===== src/rtl/ser_tx_shifter_pkg.sv =====
// Shared types and constants for the serial transmit shifter.
// Honours SER_TX_PARITY_EN: when defined, frames carry one trailing even-parity bit.
package ser_tx_shifter_pkg;

  typedef enum logic {
    IDLE  = 1'b0,
    SHIFT = 1'b1
  } state_t;

  localparam int SER_WIDTH_DEF = 8;

  // Number of serial bit cycles a single word occupies on the line.
  function automatic int ser_frame_len(input int width);
`ifdef SER_TX_PARITY_EN
    return width + 1;
`else
    return width;
`endif
  endfunction

endpackage


===== src/rtl/ser_tx_shifter.sv =====
// Parallel-in/serial-out transmitter: MSB-first bit stream with valid and last strobes.
// Optional trailing even-parity bit when SER_TX_PARITY_EN is defined.
module ser_tx_shifter
  import ser_tx_shifter_pkg::*;
#(
  parameter int WIDTH = SER_WIDTH_DEF
) (
  input  logic             clk,
  input  logic             reset,
  input  logic [WIDTH-1:0] d_in,
  input  logic             load_valid,
  output logic             load_ready,
  output logic             s_out,
  output logic             s_valid,
  output logic             s_last,
  output logic             busy
);

  localparam int CW = $clog2(WIDTH + 1);
  localparam logic [CW-1:0] CNT_START = CW'(ser_frame_len(WIDTH) - 1);

  state_t           state;
  logic [WIDTH-1:0] sr;
  logic [CW-1:0]    cnt;
  logic             take;
  logic             fill;

`ifdef SER_TX_PARITY_EN
  logic par;
  // Parity enters at bit 0 on the first shift and reaches the MSB right after the data LSB.
  assign fill = (cnt == CNT_START) ? par : 1'b0;
`else
  assign fill = 1'b0;
`endif

  // The last-bit cycle doubles as an accept slot so frames can run back-to-back.
  assign load_ready = reset && (state == IDLE || (state == SHIFT && s_last));
  assign take       = load_valid && load_ready;

  // The line bit is the register MSB itself; sr is cleared outside a frame so the line idles low.
  assign s_out = sr[WIDTH-1];

  // NOTE: reset is sampled only on the clock edge, so it sits inside the clocked
  // branch rather than the sensitivity list.
  always_ff @(posedge clk) begin
    if (!reset) begin
      state   <= IDLE;
      sr      <= '0;
      cnt     <= '0;
      s_valid <= 1'b0;
      s_last  <= 1'b0;
      busy    <= 1'b0;
`ifdef SER_TX_PARITY_EN
      par     <= 1'b0;
`endif
    end else if (take) begin
      // NOTE: all state here uses non-blocking assignments so every register
      // sees the pre-edge values of the others, whatever the statement order.
      state   <= SHIFT;
      sr      <= d_in;
      cnt     <= CNT_START;
      s_valid <= 1'b1;
      s_last  <= 1'b0;
      busy    <= 1'b1;
`ifdef SER_TX_PARITY_EN
      par     <= ^d_in;
`endif
    end else if (state == SHIFT && !s_last) begin
      sr      <= {sr[WIDTH-2:0], fill};
      cnt     <= cnt - CW'(1);
      s_valid <= 1'b1;
      s_last  <= (cnt == CW'(1));
      busy    <= 1'b1;
    end else begin
      state   <= IDLE;
      sr      <= '0;
      cnt     <= '0;
      s_valid <= 1'b0;
      s_last  <= 1'b0;
      busy    <= 1'b0;
    end
  end

endmodule


===== config.mk =====
export PLATFORM = sky130hd
export DESIGN_NAME = ser_tx_shifter
export DESIGN_NICKNAME = d
export VERILOG_FILES = /design/src/rtl/ser_tx_shifter_pkg.sv /design/src/rtl/ser_tx_shifter.sv
export SDC_FILE = /design/constraint.sdc
export NUM_CORES = 1
export LEC_CHECK = 0
export ABC_AREA = 1
export BUFFER_PORTS_ARGS = -buffer_cell sky130_fd_sc_hd__buf_2
export CORE_MARGIN = 1.5
export CORE_UTILIZATION = 25
export CTS_CLUSTER_DIAMETER = 50
export DETAILED_ROUTE_END_ITERATION = 10
export GPL_ROUTABILITY_DRIVEN = 0
export PLACE_DENSITY = 0.48
export REMOVE_ABC_BUFFERS = 1
export SYNTH_ARGS = -nofsm -noshare
export SYNTH_HDL_FRONTEND = slang
export SYNTH_SLANG_ARGS = --single-unit

===== constraint.sdc =====
create_clock -name clk -period 2.8 [get_ports clk]
set_clock_uncertainty 0.2 [all_clocks]
set_input_delay 0.28 -clock clk [delete_from_list [all_inputs] [get_ports clk]]
set_output_delay 0.28 -clock clk [all_outputs]
set_load 0.03 [all_outputs]

==> run_results.csv, run 1 <==
group,metric,value,unit
cells_and_area,area_growth,21.4,%
critical_path,cp.arrival,1.05,ns
global_routing,grt_pass1_wl,1500,um
clock_network,postCtsSetupBuffers,0,
pwr,p_sw,0.105,mW
routing,drt_wl_total,836,um
placement,dp_hpwl,625,um
routing,vias,417,
pwr,irDropWorstVdd,288,uV
clock_network,cts-root-buf,"clkbuf_4",
clock_network,cts_tree,"done",
cells_and_area,drive_above_1_share,29.9,%
clock_network,clockBufferDepth,2,
timing,max-slew-margin-rel,86.8,%
die,core,2230,um2
timing,setup_tns,0,ns
critical_path,cp_slowest_cell,"dfxtp_1",
routing,route.met3.wl,57,um
global_routing,antenna_found_initial,0,
cells_and_area,antennaDiodeCount,0,
routing,first_pass_iters,3,
logic_synthesis,syn_area_per_cell,8.63,um2
cells_and_area,final_cell_area,723,um2
global_routing,grt_max_degree,14,
critical_path,crit_path_max_incr_delay,0.38,ns
timing,worst_pin_slew,0.198,ns
timing,slew_violations,0,
critical_path,required,2.32,ns
pwr,leakage,0.345,nW
pwr,pwr-share-comb,13.7,%
routing,vias_per_cell,3.63,
global_routing,grt-ovfl-total,0,
pwr,power,0.408,mW
critical_path,crit_top_cell,"nor2_1",
routing,met1Wirelength,459,um
min_path,hold_path.class,"in -> reg",
placement,portBuffers,15,
routing,dr.first_iter.drc_count,3,
placement,postPlaceCellArea,687,um2
routing,wire_per_inst,7.27,um
timing,hold_viol,0,
pwr,p_clk_share,29.6,%
clock_network,ctsResizeCount,0,
clock_network,worstSkewPairLatency,0.28,ns
global_routing,grt_pass1_vias,356,
logic_synthesis,postSynthCellCount,69,
timing,rsz0062_at_grt,"no",
die,ioPinCount,16,
logic_synthesis,yosysWarnings,0,
clock_network,cts_buffers,3,
logic_synthesis,yosysUniqueCellTypes,15,
die,die_h,51.8,um
pwr,cellPowerDensity,565,nW/um2
die,start_util,26.7,%
routing,dr_wl_met2,320,um
cells_and_area,nets,101,
routing,drc,0,
die,fp.dieW,51.8,um
timing,finalSetupViolCount,0,
timing,timing.final.crit_share,54.6,%
die,die_area,2680,um2
critical_path,cp-end-kind,"output pin",
logic_synthesis,ys_ff_latch,15,
die,rows,17,
clock_network,htreeDepth,1,
critical_path,crit_type,"reg -> out",
timing,post-route-min-period,1.53,ns
logic_synthesis,seq_area_frac_synth,50.4,%
routing,top_layer_used,"met3",
clock_network,path_clk_slew,0.09,ns
timing,fmax,655,MHz
global_routing,track_usage,7.83,%
logic_synthesis,synth_area,596,um2
flow_run,maxCapViolations,0,
run_status,status,"complete, no violations",
clock_network,cts_sinks,15,
pwr,intPower,0.303,mW
pwr,switching_share,25.7,%
critical_path,critPathLaunchType,"register",
pwr,seqPwrFrac,56.7,%
critical_path,cp_cell_sequence,"inv_1, nor2_1, nor2_1, buf_2",
critical_path,cp_max_fo,2,
routing,ant_nets,0,
==> registers in the layout, summed over array words and instances, names as in the netlist <==
signal,flops
s_last,1
sr,8
cnt,4
busy,1
state,1
==> placed cells by master (no fill, tap or decap), drive strengths merged <==
master | synthesis | final
buf | 2 | 15
nand2 | 13 | 13
dlygate4sd3 | 0 | 1
clkbuf | 0 | 4
a21oi | 2 | 2
dfxtp | 15 | 15
o21ai | 10 | 10
nand3 | 1 | 1
xnor2 | 1 | 1
ha | 2 | 2
inv | 14 | 14
nor2 | 9 | 9
==> path summary, 6_finish.rpt <==
path / startpoint / to / slack [ns] / cells past startpoint
setup reg to reg: cnt[0] / cnt[2] / 1.65 / 4
setup / recovery: state / load_ready / 1.27 / 4
hold reg to reg: sr[0] / sr[1] / 0.23 / 2
hold / removal: d_in[1] / sr[1] / 0.04 / 3
==> critical path, delay by kind of cell, from the launching register on <==
| family | cells | cell delay [ns] |
|---|---|---|
| buffers and inverters | 2 | 0.22 |
| AND/OR/NAND/NOR | 2 | 0.17 |
| flip-flops | 1 | 0.38 |
==> cells by family (layout without fill, tap and decap cells) <==
| logic type | Yosys count | count (layout) | synth area share (%) |
|---|---|---|---|
| AO/OA/AOI/OAI | 12 | 12 | 12.6 |
| XOR/XNOR | 1 | 1 | 1.47 |
| adder cells (fa/ha/maj) | 2 | 2 | 4.20 |
| buffers and inverters | 16 | 34 | 12.0 |
| flip-flops | 15 | 15 | 50.4 |
| AND/OR/NAND/NOR | 23 | 23 | 19.3 |
==> power by group through the flow <==
| stage | registers (mW) | clock network [mW] | logic [mW] |
|---|---|---|---|
| 2_1_floorplan | 0.242 | 0 | 0.0328 |
| 3_3_place_gp | 0.237 | 0 | 0.0558 |
| 3_5_place_dp | 0.237 | 0 | 0.0555 |
| 4_1_cts | 0.232 | 0.128 | 0.0567 |
| 5_1_grt | 0.233 | 0.138 | 0.0631 |
| 6_report | 0.232 | 0.121 | 0.0559 |
==> metal layers <==
metal,vias to the layer above,GRT usage [%]
li1,242,-
met1,163,9.80
met2,12,10.7
met3,0,5.17
met4,0,2.63
met5,-,0
==> repair_timing <==
action,CTS,global route
hold buffers,1,0
setup endpoints to repair,0,0
hold endpoints to repair,1,0
==> layout make-up <==
cell class	count	area (um2)
fillers	246	1510
flip-flops and latches	15	300
multi-input cells	38	224
repair buffers	16	85.1
inverters	14	52.6
well taps	28	35.0
clock buffers	4	26.3
==> per-stage QoR <==
stage | utilization [%] | hold slack, ns | std cells | worst slack (ns)
final | 32.4 | 0.0411 | 115 | 1.27
after global routing | 32.4 | 0.0240 | 115 | 1.16
after CTS | 32.4 | 0.0313 | 115 | 1.26
after detailed placement | 30.8 | 0.216 | 110 | 1.54
after global placement | 30.8 | 0.214 | 110 | 1.54
after floorplan | - | 0.192 | 67 | 1.30
==> cells in the mapped netlist <==
cell,n,share of area [%]
nand2_4,1,1.9
nand3_4,1,2.9
inv_2,1,0.63
nand2_1,12,7.6
xnor2_1,1,1.5
o21ai_0,6,5.0
nor2_4,1,1.9
buf_4,1,1.3
a21oi_1,2,1.7
buf_6,1,1.9
ha_1,2,4.2
inv_1,13,8.2
dfxtp_1,15,50
nor2_1,8,5.0
o21ai_2,4,5.9
Power figures use the tool's default switching activity.
==> run 2, diff against run 1 <==
clock period = 1.54 ns   (was 2.8 ns; I/O delays follow)
==> run_results.csv, run 2 (synthesis results as in run 1) <==
group,metric,value,unit
clock_network,cts_tree,"done",
placement,dp_worst_setup_slack,0.392,ns
timing,worst_pin_slew,0.195,ns
pwr,pwr-share-comb,15.7,%
critical_path,critPathLaunchType,"register",
die,ioPinCount,16,
placement,dp_hpwl,687,um
global_routing,grt-ovfl-total,0,
cells_and_area,nets,109,
die,core,2230,um2
min_path,hold_path.class,"in -> reg",
die,die_area,2680,um2
global_routing,track_usage,8.05,%
cells_and_area,finish.utilization,36.0,%
critical_path,rr_startpoint,"cnt[0]",
timing,hold_viol,0,
critical_path,required,1.19,ns
cells_and_area,fillCellCount,244,
clock_network,path_clk_slew,0.09,ns
cells_and_area,final_cell_mix,"dfxtp_1 (15), buf_2 (15), inv_1 (13), nand2_1 (12), dlygate4sd3_1 (9)",
global_routing,antenna_found_initial,0,
timing,finalSetupViolCount,0,
routing,vias_per_cell,3.83,
min_path,hp-start,"reset",
min_path,hold_depth,3,
cells_and_area,area_growth,34.9,%
global_routing,grt_pass1_wl,1630,um
routing,drc,0,
routing,route.met3.wl,44,um
routing,wire_per_inst,7.96,um
timing,post-route-min-period,1.40,ns
die,start_util,26.7,%
global_routing,grt_max_degree,14,
global_routing,grt_pass1_vias,444,
routing,dr_wl_met2,490,um
cells_and_area,antennaDiodeCount,0,
pwr,seqPwrFrac,55.5,%
critical_path,cp.arrival,1.05,ns
routing,vias,471,
clock_network,clockBufferDepth,2,
routing,met1Wirelength,445,um
clock_network,postCtsSetupBuffers,0,
routing,first_pass_iters,4,
die,die_h,51.8,um
routing,ant_nets,0,
pwr,irDropWorstVdd,455,uV
cells_and_area,drive_above_1_share,27.4,%
cells_and_area,largest_reg_flops,8,
timing,fmax,714,MHz
clock_network,worstSkewPairLatency,0.27,ns
timing,hold_ws,0.00984,ns
critical_path,r2r_slack,0.39,ns
timing,rsz0062_at_grt,"no",
timing,timing.final.crit_share,90.9,%
critical_path,timing.rr.end,"cnt[2]",
cells_and_area,top_regs,"sr (8), cnt (4)",
placement,portBuffers,15,
cells_and_area,regMostFlops,"sr",
pwr,p_sw,0.194,mW
min_path,holdPathEnd,"s_last",
pwr,leakage,0.378,nW
routing,dr.first_iter.drc_count,2,
critical_path,r2r_cells,4,
critical_path,cp-end-kind,"output pin",
run_status,status,"complete, no violations",
critical_path,cp_max_fo,2,
die,fp.dieW,51.8,um
clock_network,ctsResizeCount,0,
pwr,power,0.759,mW
die,rows,17,
routing,drt_wl_total,979,um
timing,worst_slack,0.140,ns
clock_network,cts_buffers,3,
pwr,intPower,0.565,mW
timing,setup_tns,0,ns
routing,top_layer_used,"met3",
critical_path,crit_type,"reg -> out",
clock_network,cts-root-buf,"clkbuf_4",
clock_network,htreeDepth,1,
pwr,switching_share,25.6,%
flow_run,maxCapViolations,0,
pwr,p_clk_share,28.9,%
timing,max-slew-margin-rel,87.0,%
clock_network,cts_sinks,15,
timing,slew_violations,0,
pwr,cellPowerDensity,945,nW/um2
-- run 2: worst max-delay path, cell delays in order, from the launching register on --
cell and delay [ns]:
dfxtp_1 0.38, inv_1 0.05, nor2_1 0.12, nor2_1 0.06, buf_2 0.17
-- run 2: worst max-delay path by stage --
stage,start,endpoint,slack (ns),depth (start not counted)
2_1_floorplan,s_last,load_ready,0.17,2
3_3_place_gp,cnt[0],cnt[2],0.43,4
3_5_place_dp,s_last,sr[2],0.39,4
4_1_cts,state,load_ready,0.11,4
5_1_grt,state,load_ready,0.06,4
6_report,state,load_ready,0.14,4
-- run 2: layer usage --
metal | vias to the layer above | track usage [%]
met4 | 0 | 2.63
met5 | - | 0
met3 | 0 | 2.59
li1 | 259 | -
met2 | 10 | 15.2
met1 | 202 | 8.30
-- run 2: cell type report --
cell class	count	area, um2	share of cell area (%)
flip-flops and latches	15	300	37.4
multi-input cells	38	224	27.9
repair buffers	24	165	20.6
inverters	14	52.6	6.54
well taps	28	35.0	4.36
clock buffers	4	26.3	3.27
-- run 2: repair_timing --
| item | 4_1_cts | 5_1_grt |
|---|---|---|
| hold buffers | 9 | 0 |
| endpoints found under the setup margin | 0 | 0 |
| endpoints found under the hold margin | 10 | 0 |
-- run 2: power groups by stage --
| stage | sequential (mW) | clock, mW | combinational, mW |
|---|---|---|---|
| after floorplan | 0.440 | 0 | 0.0597 |
| after global placement | 0.430 | 0 | 0.101 |
| after detailed placement | 0.430 | 0 | 0.104 |
| after CTS | 0.421 | 0.231 | 0.121 |
| after global routing | 0.424 | 0.245 | 0.132 |
| final | 0.421 | 0.219 | 0.119 |
-- run 2: stage by stage --
step,cells,area [um2]
after global placement,110,687
after global routing,123,803
after floorplan,67,577
after detailed placement,110,687
after CTS,123,803
final,123,803
==> run 3, diff against run 2 <==
--- a/config.mk
+++ b/config.mk
@@ -9,2 +9,3 @@
 export BUFFER_PORTS_ARGS = -buffer_cell sky130_fd_sc_hd__buf_2
+export CAP_MARGIN = 25
 export CORE_MARGIN = 1.5
--- a/constraint.sdc
+++ b/constraint.sdc
@@ -4,2 +4,2 @@
 set_output_delay 0.154 -clock clk [all_outputs]
-set_load 0.03 [all_outputs]
+set_load 0.01 [all_outputs]
==> run_results.csv, run 3 (synthesis results as in run 1) <==
group,metric,value,unit
run_status,status,"complete, no violations",
global_routing,grt_max_degree,14,
timing,worst_slack,0.0262,ns
die,ioPinCount,16,
cells_and_area,drive_above_1_share,27.4,%
routing,wire_per_inst,7.77,um
critical_path,required,1.19,ns
routing,vias_per_cell,3.97,
global_routing,track_usage,8.23,%
clock_network,path_clk_slew,0.08,ns
die,fp.dieW,51.8,um
clock_network,clockBufferDepth,2,
pwr,leakage,0.378,nW
global_routing,grt_pass1_wl,1520,um
pwr,p_sw,0.183,mW
critical_path,crit_type,"in -> out",
cells_and_area,finish.utilization,36.0,%
pwr,irDropWorstVdd,835,uV
die,die_area,2680,um2
placement,dp_worst_setup_slack,0.406,ns
critical_path,cp.arrival,1.16,ns
routing,first_pass_iters,4,
timing,fmax,661,MHz
pwr,pwr-share-comb,14.3,%
timing,hold_viol,0,
pwr,intPower,0.565,mW
global_routing,antenna_found_initial,0,
clock_network,cts_tree,"done",
timing,worst_pin_slew,0.205,ns
cells_and_area,final_cell_mix,"dfxtp_1 (15), buf_2 (15), inv_1 (13), nand2_1 (12), dlygate4sd3_1 (9)",
cells_and_area,antennaDiodeCount,0,
clock_network,cts-root-buf,"clkbuf_4",
timing,finalSetupViolCount,0,
critical_path,cp_max_fo,4,
global_routing,grt-ovfl-total,0,
die,start_util,26.7,%
timing,post-route-min-period,1.51,ns
pwr,switching_share,24.4,%
routing,drc,0,
cells_and_area,area_growth,34.9,%
die,die_h,51.8,um
pwr,seqPwrFrac,56.3,%
die,rows,17,
global_routing,grt_pass1_vias,404,
routing,vias,488,
pwr,p_clk_share,29.3,%
timing,slew_violations,0,
cells_and_area,top_regs,"sr (8), cnt (4)",
critical_path,cp-end-kind,"output pin",
clock_network,cts_buffers,3,
timing,setup_tns,0,ns
min_path,hold_path.class,"in -> reg",
routing,ant_nets,0,
clock_network,worstSkewPairLatency,0.28,ns
clock_network,htreeDepth,1,
critical_path,critPathLaunchType,"input pin",
cells_and_area,regMostFlops,"sr",
placement,portBuffers,15,
clock_network,ctsResizeCount,0,
cells_and_area,nets,109,
timing,rsz0062_at_grt,"no",
pwr,cellPowerDensity,931,nW/um2
placement,dp_hpwl,714,um
timing,timing.final.crit_share,98.3,%
clock_network,cts_sinks,15,
cells_and_area,final_cell_area,803,um2
routing,drt_wl_total,956,um
timing,hold_ws,0.0427,ns
placement,postPlaceCellArea,687,um2
timing,max-slew-margin-rel,86.3,%
routing,dr.first_iter.drc_count,4,
flow_run,maxCapViolations,0,
die,core,2230,um2
cells_and_area,largest_reg_flops,8,
[run 3: path summary, 6_finish.rpt]
| check | start | endpoint | slack (ns) | cells past startpoint |
|---|---|---|---|---|
| min reg2reg | sr[5] | sr[6] | 0.24 | 2 |
| max | reset | load_ready | 0.03 | 5 |
| max reg2reg | cnt[0] | cnt[2] | 0.41 | 4 |
| min | load_valid | sr[0] | 0.04 | 3 |
[run 3: metrics by stage]
step / std cells / power (mW)
floorplan: 67 / 0.488
detailed placement: 110 / 0.522
CTS: 123 / 0.760
global route: 123 / 0.790
global placement: 110 / 0.520
finish: 123 / 0.748
[run 3: worst max-delay path, cell delays in order]
cell and delay, ns:
dlygate4sd3_1 0.52, buf_2 0.15, inv_2 0.07, nor2_1 0.12, buf_2 0.14
[run 3: area by class of cell]
cell class / instances / area [um2]
multi-input combinational: 38 / 224
sequential: 15 / 300
timing repair buffer: 24 / 165
inverter: 14 / 52.6
clock buffer: 4 / 26.3
tap: 28 / 35.0
fill: 235 / 1430
[run 3: what timing repair did]
action	in CTS	in global routing
hold endpoints to repair	10	0
hold buffers	9	0
setup buffers	0	0
[run 3: per-layer routing]
layer / share of wire, % / vias to the layer above / global-route usage, %
met1: 44 / 213 / 7.39
li1: - / 260 / -
met4: 1.0 / 0 / 3.95
met3: 7.0 / 2 / 5.17
met2: 48 / 13 / 14.3
met5: 0 / - / 0
[run 3: power by group through the flow]
stage                     Clock, mW  Sequential, mW  Combinational [mW]
after floorplan                   0           0.432              0.0565
after global placement            0           0.430              0.0896
after detailed placement          0           0.430              0.0921
after CTS                     0.230           0.421               0.109
after global routing          0.246           0.424               0.121
final                         0.219           0.421               0.107
